$ cat src/rtl/bn_requant_stage.sv
// Per-channel batch-norm / requantisation stage: scales wide conv accumulators by a Q8.8
// coefficient, adds a Q8.8 bias, then rounds and saturates to Q8.8 for the HSwish stage.
module bn_requant_stage #(
    parameter int ACC_W  = 32,
    parameter int DATA_W = 16,
    parameter int FRAC_W = 8,
    parameter int NUM_CH = 16,
    parameter int CH_W   = 4
) (
    input  logic              clk,
    input  logic              rst_n,
    input  logic              in_valid,
    output logic              in_ready,
    input  logic              in_first,
    input  logic [ACC_W-1:0]  in_acc,
    output logic              out_valid,
    input  logic              out_ready,
    output logic [DATA_W-1:0] out_data,
    output logic [CH_W-1:0]   out_ch,
    input  logic              cfg_we,
    input  logic [CH_W-1:0]   cfg_addr,
    input  logic [DATA_W-1:0] cfg_scale,
    input  logic [DATA_W-1:0] cfg_bias,
    output logic [15:0]       sat_count
);

    localparam int PROD_W = ACC_W + DATA_W;
    localparam int SUM_W  = PROD_W + 1;
    localparam logic signed [SUM_W-1:0] RND_HALF = SUM_W'(1) <<< (2*FRAC_W-1);
    localparam logic signed [SUM_W-1:0] SAT_MAX  = (SUM_W'(1) <<< (DATA_W-1)) - SUM_W'(1);
    localparam logic signed [SUM_W-1:0] SAT_MIN  = -(SUM_W'(1) <<< (DATA_W-1));

    logic adv;
    logic accept;
    logic [CH_W-1:0] ch_cnt;
    logic [CH_W-1:0] ch_sel;

    assign adv      = !out_valid || out_ready;
    assign in_ready = adv;
    assign accept   = in_valid && adv;
    assign ch_sel   = in_first ? '0 : ch_cnt;

    // Coefficient tables: no reset, software reloads them after reset.
    logic [DATA_W-1:0] scale_mem [NUM_CH];
    logic [DATA_W-1:0] bias_mem  [NUM_CH];

    logic signed [ACC_W-1:0]  s1_acc;
    logic signed [DATA_W-1:0] s1_scale;
    logic signed [DATA_W-1:0] s1_bias;
    logic [CH_W-1:0]          s1_ch;
    logic                     s1_valid;

    logic signed [SUM_W-1:0]  s2_sum;
    logic [CH_W-1:0]          s2_ch;
    logic                     s2_valid;

    // Registered read returns the pre-write value when a write hits the same channel.
    always_ff @(posedge clk) begin
        if (cfg_we) begin
            scale_mem[cfg_addr] <= cfg_scale;
            bias_mem[cfg_addr]  <= cfg_bias;
        end
        if (adv) begin
            s1_scale <= signed'(scale_mem[ch_sel]);
            s1_bias  <= signed'(bias_mem[ch_sel]);
        end
    end

    logic signed [PROD_W-1:0] s2_prod;
    logic signed [SUM_W-1:0]  s2_bias_ext;
    logic signed [SUM_W-1:0]  s2_sum_next;

    assign s2_prod     = PROD_W'(s1_acc) * PROD_W'(s1_scale);
    assign s2_bias_ext = SUM_W'(s1_bias) <<< (2*FRAC_W);
    assign s2_sum_next = SUM_W'(s2_prod) + s2_bias_ext;

    logic signed [SUM_W-1:0]  s3_rounded;
    logic signed [SUM_W-1:0]  s3_shifted;
    logic [DATA_W-1:0]        s3_result;
    logic                     s3_clamped;

    assign s3_rounded = s2_sum + RND_HALF;
    assign s3_shifted = s3_rounded >>> (2*FRAC_W);

    always_comb begin
        s3_result  = s3_shifted[DATA_W-1:0];
        s3_clamped = 1'b0;
        if (s3_shifted > SAT_MAX) begin
            s3_result  = {1'b0, {(DATA_W-1){1'b1}}};
            s3_clamped = 1'b1;
        end else if (s3_shifted < SAT_MIN) begin
            s3_result  = {1'b1, {(DATA_W-1){1'b0}}};
            s3_clamped = 1'b1;
        end
    end

    // Datapath registers carry no reset; the valid bits below qualify them.
    always_ff @(posedge clk) begin
        if (adv) begin
            s1_acc <= signed'(in_acc);
            s1_ch  <= ch_sel;
            s2_sum <= s2_sum_next;
            s2_ch  <= s1_ch;
        end
    end

    always_ff @(posedge clk) begin
        if (!rst_n) begin
            ch_cnt    <= '0;
            s1_valid  <= 1'b0;
            s2_valid  <= 1'b0;
            out_valid <= 1'b0;
            out_data  <= '0;
            out_ch    <= '0;
            sat_count <= '0;
        end else begin
            if (accept) begin
                ch_cnt <= (ch_sel == CH_W'(NUM_CH-1)) ? '0 : ch_sel + 1'b1;
            end
            if (adv) begin
                s1_valid  <= in_valid;
                s2_valid  <= s1_valid;
                out_valid <= s2_valid;
                if (s2_valid) begin
                    out_data <= s3_result;
                    out_ch   <= s2_ch;
                    if (s3_clamped && sat_count != 16'hFFFF) begin
                        sat_count <= sat_count + 16'd1;
                    end
                end
            end
        end
    end

endmodule

$ cat config.mk
export PLATFORM = sky130hd
export DESIGN_NAME = bn_requant_stage
export DESIGN_NICKNAME = d
export VERILOG_FILES = /design/src/rtl/bn_requant_stage.sv
export SDC_FILE = /design/constraint.sdc
export NUM_CORES = 2
export LEC_CHECK = 0
export CAP_MARGIN = 5
export CORE_ASPECT_RATIO = 1.75
export CORE_MARGIN = 5
export CORE_UTILIZATION = 25
export DETAILED_ROUTE_END_ITERATION = 10
export PLACE_DENSITY = 0.4
export SYNTH_ARGS = -nofsm -noshare
export SYNTH_HDL_FRONTEND = slang
export SYNTH_SLANG_ARGS = --single-unit
$ cat constraint.sdc
create_clock -name clk -period 8.3 [get_ports clk]
set_input_delay 1.66 -clock clk [delete_from_list [all_inputs] [get_ports clk]]
set_output_delay 1.66 -clock clk [all_outputs]
set_load 0.03 [all_outputs]
Yosys cells after proc, flatten, opt, wreduce, memory -nomap -nowiden
Memory sizes are Yosys's and may differ from the RTL's. A register that Yosys moved wholly into a read port is not among the register bits.
Index checks and enable logic that the tools add are counted.

storage, ports and cells
  register bits = 132
  RAM bits = 512
  input port bits = 74
  output and inout port bits = 38
  word-level logic and storage cells = 36
  memories kept = 2

memory list
  memory     depth  width  rd ports  clocked after Yosys merged registers in  wr ports  RTL line  text
  bias_mem   16     16     1         1                                        1         45        logic [DATA_W-1:0] bias_mem [NUM_CH];
  scale_mem  16     16     1         1                                        1         44        logic [DATA_W-1:0] scale_mem [NUM_CH];

cells by class
  add/sub/neg operators = 4
  multipliers = 1
  $lt $le $gt $ge = 2
  equal/unequal tests = 2
  muxes and demuxes = 8
  reductions and logical operators = 6

operator list
  cell                                                              number
  adder 48 x 32 -> 49 bit                                           1
  adder 49 x 17 -> 49 bit (second input constant)                   1
  multiplier 32 x 16 -> 48 bit                                      1
  greater-than comparator 33 x 16 -> 1 bit (second input constant)  1
  < comparator 33 x 16 -> 1 bit (second input constant)             1
  two-way mux 16 bit                                                2
  adder 16 x 1 -> 16 bit (second input constant)                    1
  != test 16 bit (second input constant)                            1
  two-way mux 4 bit                                                 2
  adder 4 x 1 -> 4 bit (second input constant)                      1
  == test 4 bit (second input constant)                             1
  two-way mux 1 bit                                                 4
  AND reduction 3 bit                                               1
  logical AND 1 bit                                                 2
  AND reduction 2 bit                                               1
  zero test 1 bit                                                   1
  logical OR 1 bit                                                  1

Depth between registers and ports, before layout
  depth in word-level cells = 6
  mapped depth = 25
  mapped depth without buffers = 24

Worst setup path after synthesis
No wires, ideal clock.

  path type = register to register
  from = register s1_acc[31]
  to = register s2_sum[48], data pin
  library setup time = 0.266 ns
  data arrival time = 6.389 ns
  required time = 8.034 ns
  path slack = 1.645 ns
  stages on the path, launching flop included = 22
  path buffers = 1
  period minus slack after synthesis = 6.655 ns
  cell sequence = edfxtp_1 -> clkbuf_1 -> nand2_1 -> inv_1 -> fa_1 -> inv_1 -> fa_1 -> inv_1 -> fa_1 -> fa_1 -> fa_1 -> fa_1 -> ha_1 -> a21o_1 -> a21oi_1 -> o21ai_0 -> a221oi_1 -> o32ai_1 -> a41o_1 -> o41ai_1 -> mux2i_1 -> nand4_1

between the ends
  longest elaborated chain between the ends = 2

ends and longest elaborated chain
  what                          RTL line  text
  from (decl)                   47        logic signed [ACC_W-1:0] s1_acc;
  from (signal assigned)        100       s1_acc <= signed'(in_acc);
  multiplier 32 x 16 -> 48 bit  73        assign s2_prod = PROD_W'(s1_acc) * PROD_W'(s1_scale);
  adder 48 x 32 -> 49 bit       75        assign s2_sum_next = SUM_W'(s2_prod) + s2_bias_ext;
  via s2_sum_next[48]           71        logic signed [SUM_W-1:0] s2_sum_next;
  to (signal assigned)          102       s2_sum <= s2_sum_next;
  to (decl)                     53        logic signed [SUM_W-1:0] s2_sum;

The timed path passes the listed nets, and every way through them passes these cells.
A chain may end at the register's enable or synchronous reset.

Worst setup path after layout
  from = register s1_scale[1], read port of scale_mem
  to = register s2_sum[40], data pin

between the ends
  longest elaborated chain between the ends = 2

ends and longest elaborated chain
  what                          RTL line  text
  from (decl)                   48        logic signed [DATA_W-1:0] s1_scale;
  multiplier 32 x 16 -> 48 bit  73
  adder 48 x 32 -> 49 bit       75
  via s2_sum_next[40]           71

The timed path passes the listed nets, and every way through them passes these cells.

==> results.py <==
metrics = {
    "clock_tree": {
        "post-cts-setup-buffers": 0,
        "cts_hold_buf": 0,
        "clock_tree.buffer_depth": 3,
        "cts_buffers": 73,
        "ctsResizeCount": 0,
        "cts_tree": "built",
        "clk_pin_slew_ps": 70,
        "root_buffer": "clkbuf_16",
        "h-tree-depth": 3,
        "cts_sinks": 661,
        "insertion_delay_ps": 680,
    },
    "synth": {
        "async_reset_ff_frac": 0,
        "avgSynthCellArea_um2": 12.2,
        "yosys_warnings": 0,
        "seq_area_frac_synth": 0.448,
        "synthDistinctLibCells": 68,
        "synth_nets": 4221,
        "syn-cell-area_um2": 43300,
        "yosysTopAreaCell": "edfxtp_1",
        "synth-main-ff-cell": "edfxtp_1",
        "synth-edff-count": 618,
        "synthCells": 3542,
        "netlist.area_leader.share": 0.429,
        "synth_seq_cells": 661,
        "synthTopCellsByArea": "edfxtp_1 (43%), fa_1 (24%), inv_1 (4.7%), mux2_2 (3.3%), nand2_1 (3.3%)",
    },
    "die": {
        "core_area_um2": 173000,
        "die_area_um2": 182000,
        "initial_core_util": 0.251,
        "ios": 112,
        "die_width_um": 325,
        "chipHeight_um": 561,
        "rows": 202,
    },
    "cells_and_area": {
        "multi_input_area_um2": 21300,
        "nets": 4303,
        "seq_area_um2": 19400,
        "fill_cells": 17600,
        "drive_gt1_frac": 0.0981,
        "area_growth_pct": 14.6,
    },
    "timing": {
        "maxSlewViolCount": 0,
        "rsz0062_at_grt": "no",
        "setup_viol": 0,
        "hold_violations": 0,
        "timing.fmax_ghz": 0.130,
        "tns_ps": 0,
        "max_slew_margin": 0.295,
        "skew_ps": 52.9,
        "fin_crit_ps": 7670,
        "timing.final.crit_share": 0.924,
        "worstMarginPinSlew_ps": 1060,
    },
    "routing": {
        "antenna_left": 0,
        "drt-total-wl_mm": 131,
        "drc": 0,
        "viasPerCell": 4.48,
        "initialDrtViolationCount": 1275,
        "vias": 26600,
        "routedWlPerCell_um": 22.2,
        "drt_pass1_iterations": 5,
    },
    "grt": {
        "grt_pass1_wl_mm": 196,
        "grt_pass1_vias": 29700,
        "gr-usage-all-layers": 0.143,
        "grt-ovfl-total": 0,
        "grt_max_degree": 66,
        "antenna_found_initial": 14,
    },
    "setup_path": {
        "critPathArrivalTime_ps": 8090,
        "worst-setup-path-type": "reg2reg",
        "r2r_start": "s1_scale[1]$_DFFE_PN_",
        "critPathMaxFanout": 10,
        "cp-start-kind": "flop",
        "cp-end-kind": "flop",
        "startpoint": "s1_scale[1]$_DFFE_PN_",
        "required_ps": 8720,
    },
    "hold_path": {
        "worst_hold_startpoint": "s1_valid$_SDFFE_PN0N_",
        "hold_path_class": "reg2reg",
    },
    "run_status": {
        "status": "finished clean",
    },
    "flow_run": {
        "maxCapViolCount": 0,
    },
    "place": {
        "gp_congestion": 0.801,
        "place_hpwl_mm": 90.2,
        "portBuffers": 111,
    },
}
[synth_stat cells, types with 3 or more instances]
cell type	n
mux2i_1	73
a21o_1	14
nand4_1	15
fa_1	510
xor2_1	19
or3_1	6
nor3_1	23
o221a_2	14
mux2_2	128
a32o_1	33
a31oi_1	8
nand2_1	375
a221oi_1	35
a21boi_1	6
inv_1	543
buf_1	10
nor2b_1	6
o41ai_1	4
xnor2_1	37
and4_1	8
o21bai_1	3
and2_1	194
a211oi_1	4
nand3b_1	4
edfxtp_1	618
ha_1	95
clkbuf_1	169
dfxtp_1	43
a41oi_1	3
o31ai_1	5
and3_1	13
nor4_1	13
nor2_1	87
a21boi_0	10
nand3_1	36
a21oi_1	158
o21a_1	8
a22oi_1	32
nand2b_1	20
a311oi_1	6
o21ai_0	121
[flip-flops by register name (all words and copies together) (netlist names), 4 cells and up]
signal and cells:
out_data 16, bias_mem 256, sat_count 16, s1_acc 32, s2_ch 4, scale_mem 256
s1_ch 4, out_ch 4, s1_scale 16, s2_sum 34, s1_bias 16, ch_cnt 4
[final cells by class]
type,count,share of cell area
timing repair buffer,189,0.0343
clock inverter,43,0.00863
multi-input combinational,2156,0.429
sequential,661,0.392
clock buffer,88,0.0380
tap,2244,0.0566
inverter,543,0.0412
antenna,5,0.000252
[cell families after synthesis]
family          Yosys count  share of synthesized area
simple gates            811                     0.0901
buf+inv                 725                     0.0633
flops                   661                      0.448
fa+ha+maj               605                      0.263
compound gates          483                     0.0735
mux                     201                     0.0502
xor+xnor                 56                     0.0113
[metrics by stage]
| stage | area, µm² | hold WS, ps | instances | utilization | worst slack (ps) |
|---|---|---|---|---|---|
| after floorplan | 43300 | 400 | 3542 | - | 1640 |
| after global placement | 47300 | 457 | 5793 | 0.274 | 571 |
| after detailed placement | 47300 | 463 | 5793 | 0.274 | 511 |
| after CTS | 49600 | 481 | 5924 | 0.287 | 524 |
| after global routing | 49600 | 503 | 5925 | 0.287 | 401 |
| final | 49600 | 473 | 5929 | 0.287 | 632 |
[cells in the final DEF, fill, tap and decap left out, types with 33 or more instances in the layout]
cell type        netlist  routed
buf_4                  1      77
xnor2_1               37      37
mux2_2               128     128
mux2i_1               73      73
clkdlybuf4s50_1        0     109
clkbuf_16              0      73
dfxtp_1               43      40
nor2_1                87      75
nand2_1              375     375
nand3_1               36      36
and2_1               194     194
inv_1                543     542
a21oi_1              158     158
a221oi_1              35      35
edfxtp_1             618     618
fa_1                 510     510
a32o_1                33      33
o21ai_0              121     121
ha_1                  95      95
[routing by layer]
layer  share of wire  wire length (µm)  vias to the layer above  global-route usage
li1                -                 -                    12000                   -
met1            0.39             51000                    13900               0.161
met2            0.55             72400                      462               0.279
met3           0.033              4330                      179              0.0194
met4           0.028              3740                        8              0.0422
met5         0.00037                48                        -                   0
[worst paths after layout]
kind                                              end  slack, ps  depth (start not counted)
worst max register to register   s2_sum[40]$_DFFE_PN_        630                         20
worst max-delay path             s2_sum[40]$_DFFE_PN_        630                         20
worst min-delay path            s1_valid$_SDFFE_PN0N_        470                          2
worst min register to register  s1_valid$_SDFFE_PN0N_        470                          2
[critical path: stages, from the launching register on]
cell	delay, ps
edfxtp_1	810
buf_4	310
nand2_1	90
fa_1	590
fa_1	540
fa_1	530
inv_1	60
fa_1	550
fa_1	430
fa_1	450
ha_1	320
nand4_1	180
o21bai_1	190
a311oi_1	130
buf_4	160
o21a_1	250
o21ai_0	810
a21oi_1	260
a311oi_1	480
a21oi_1	140
xnor2_1	140
Power is left out: the tool's default activity adds up to more than one toggle a clock period on the data nets, which glitch-free logic cannot reach.
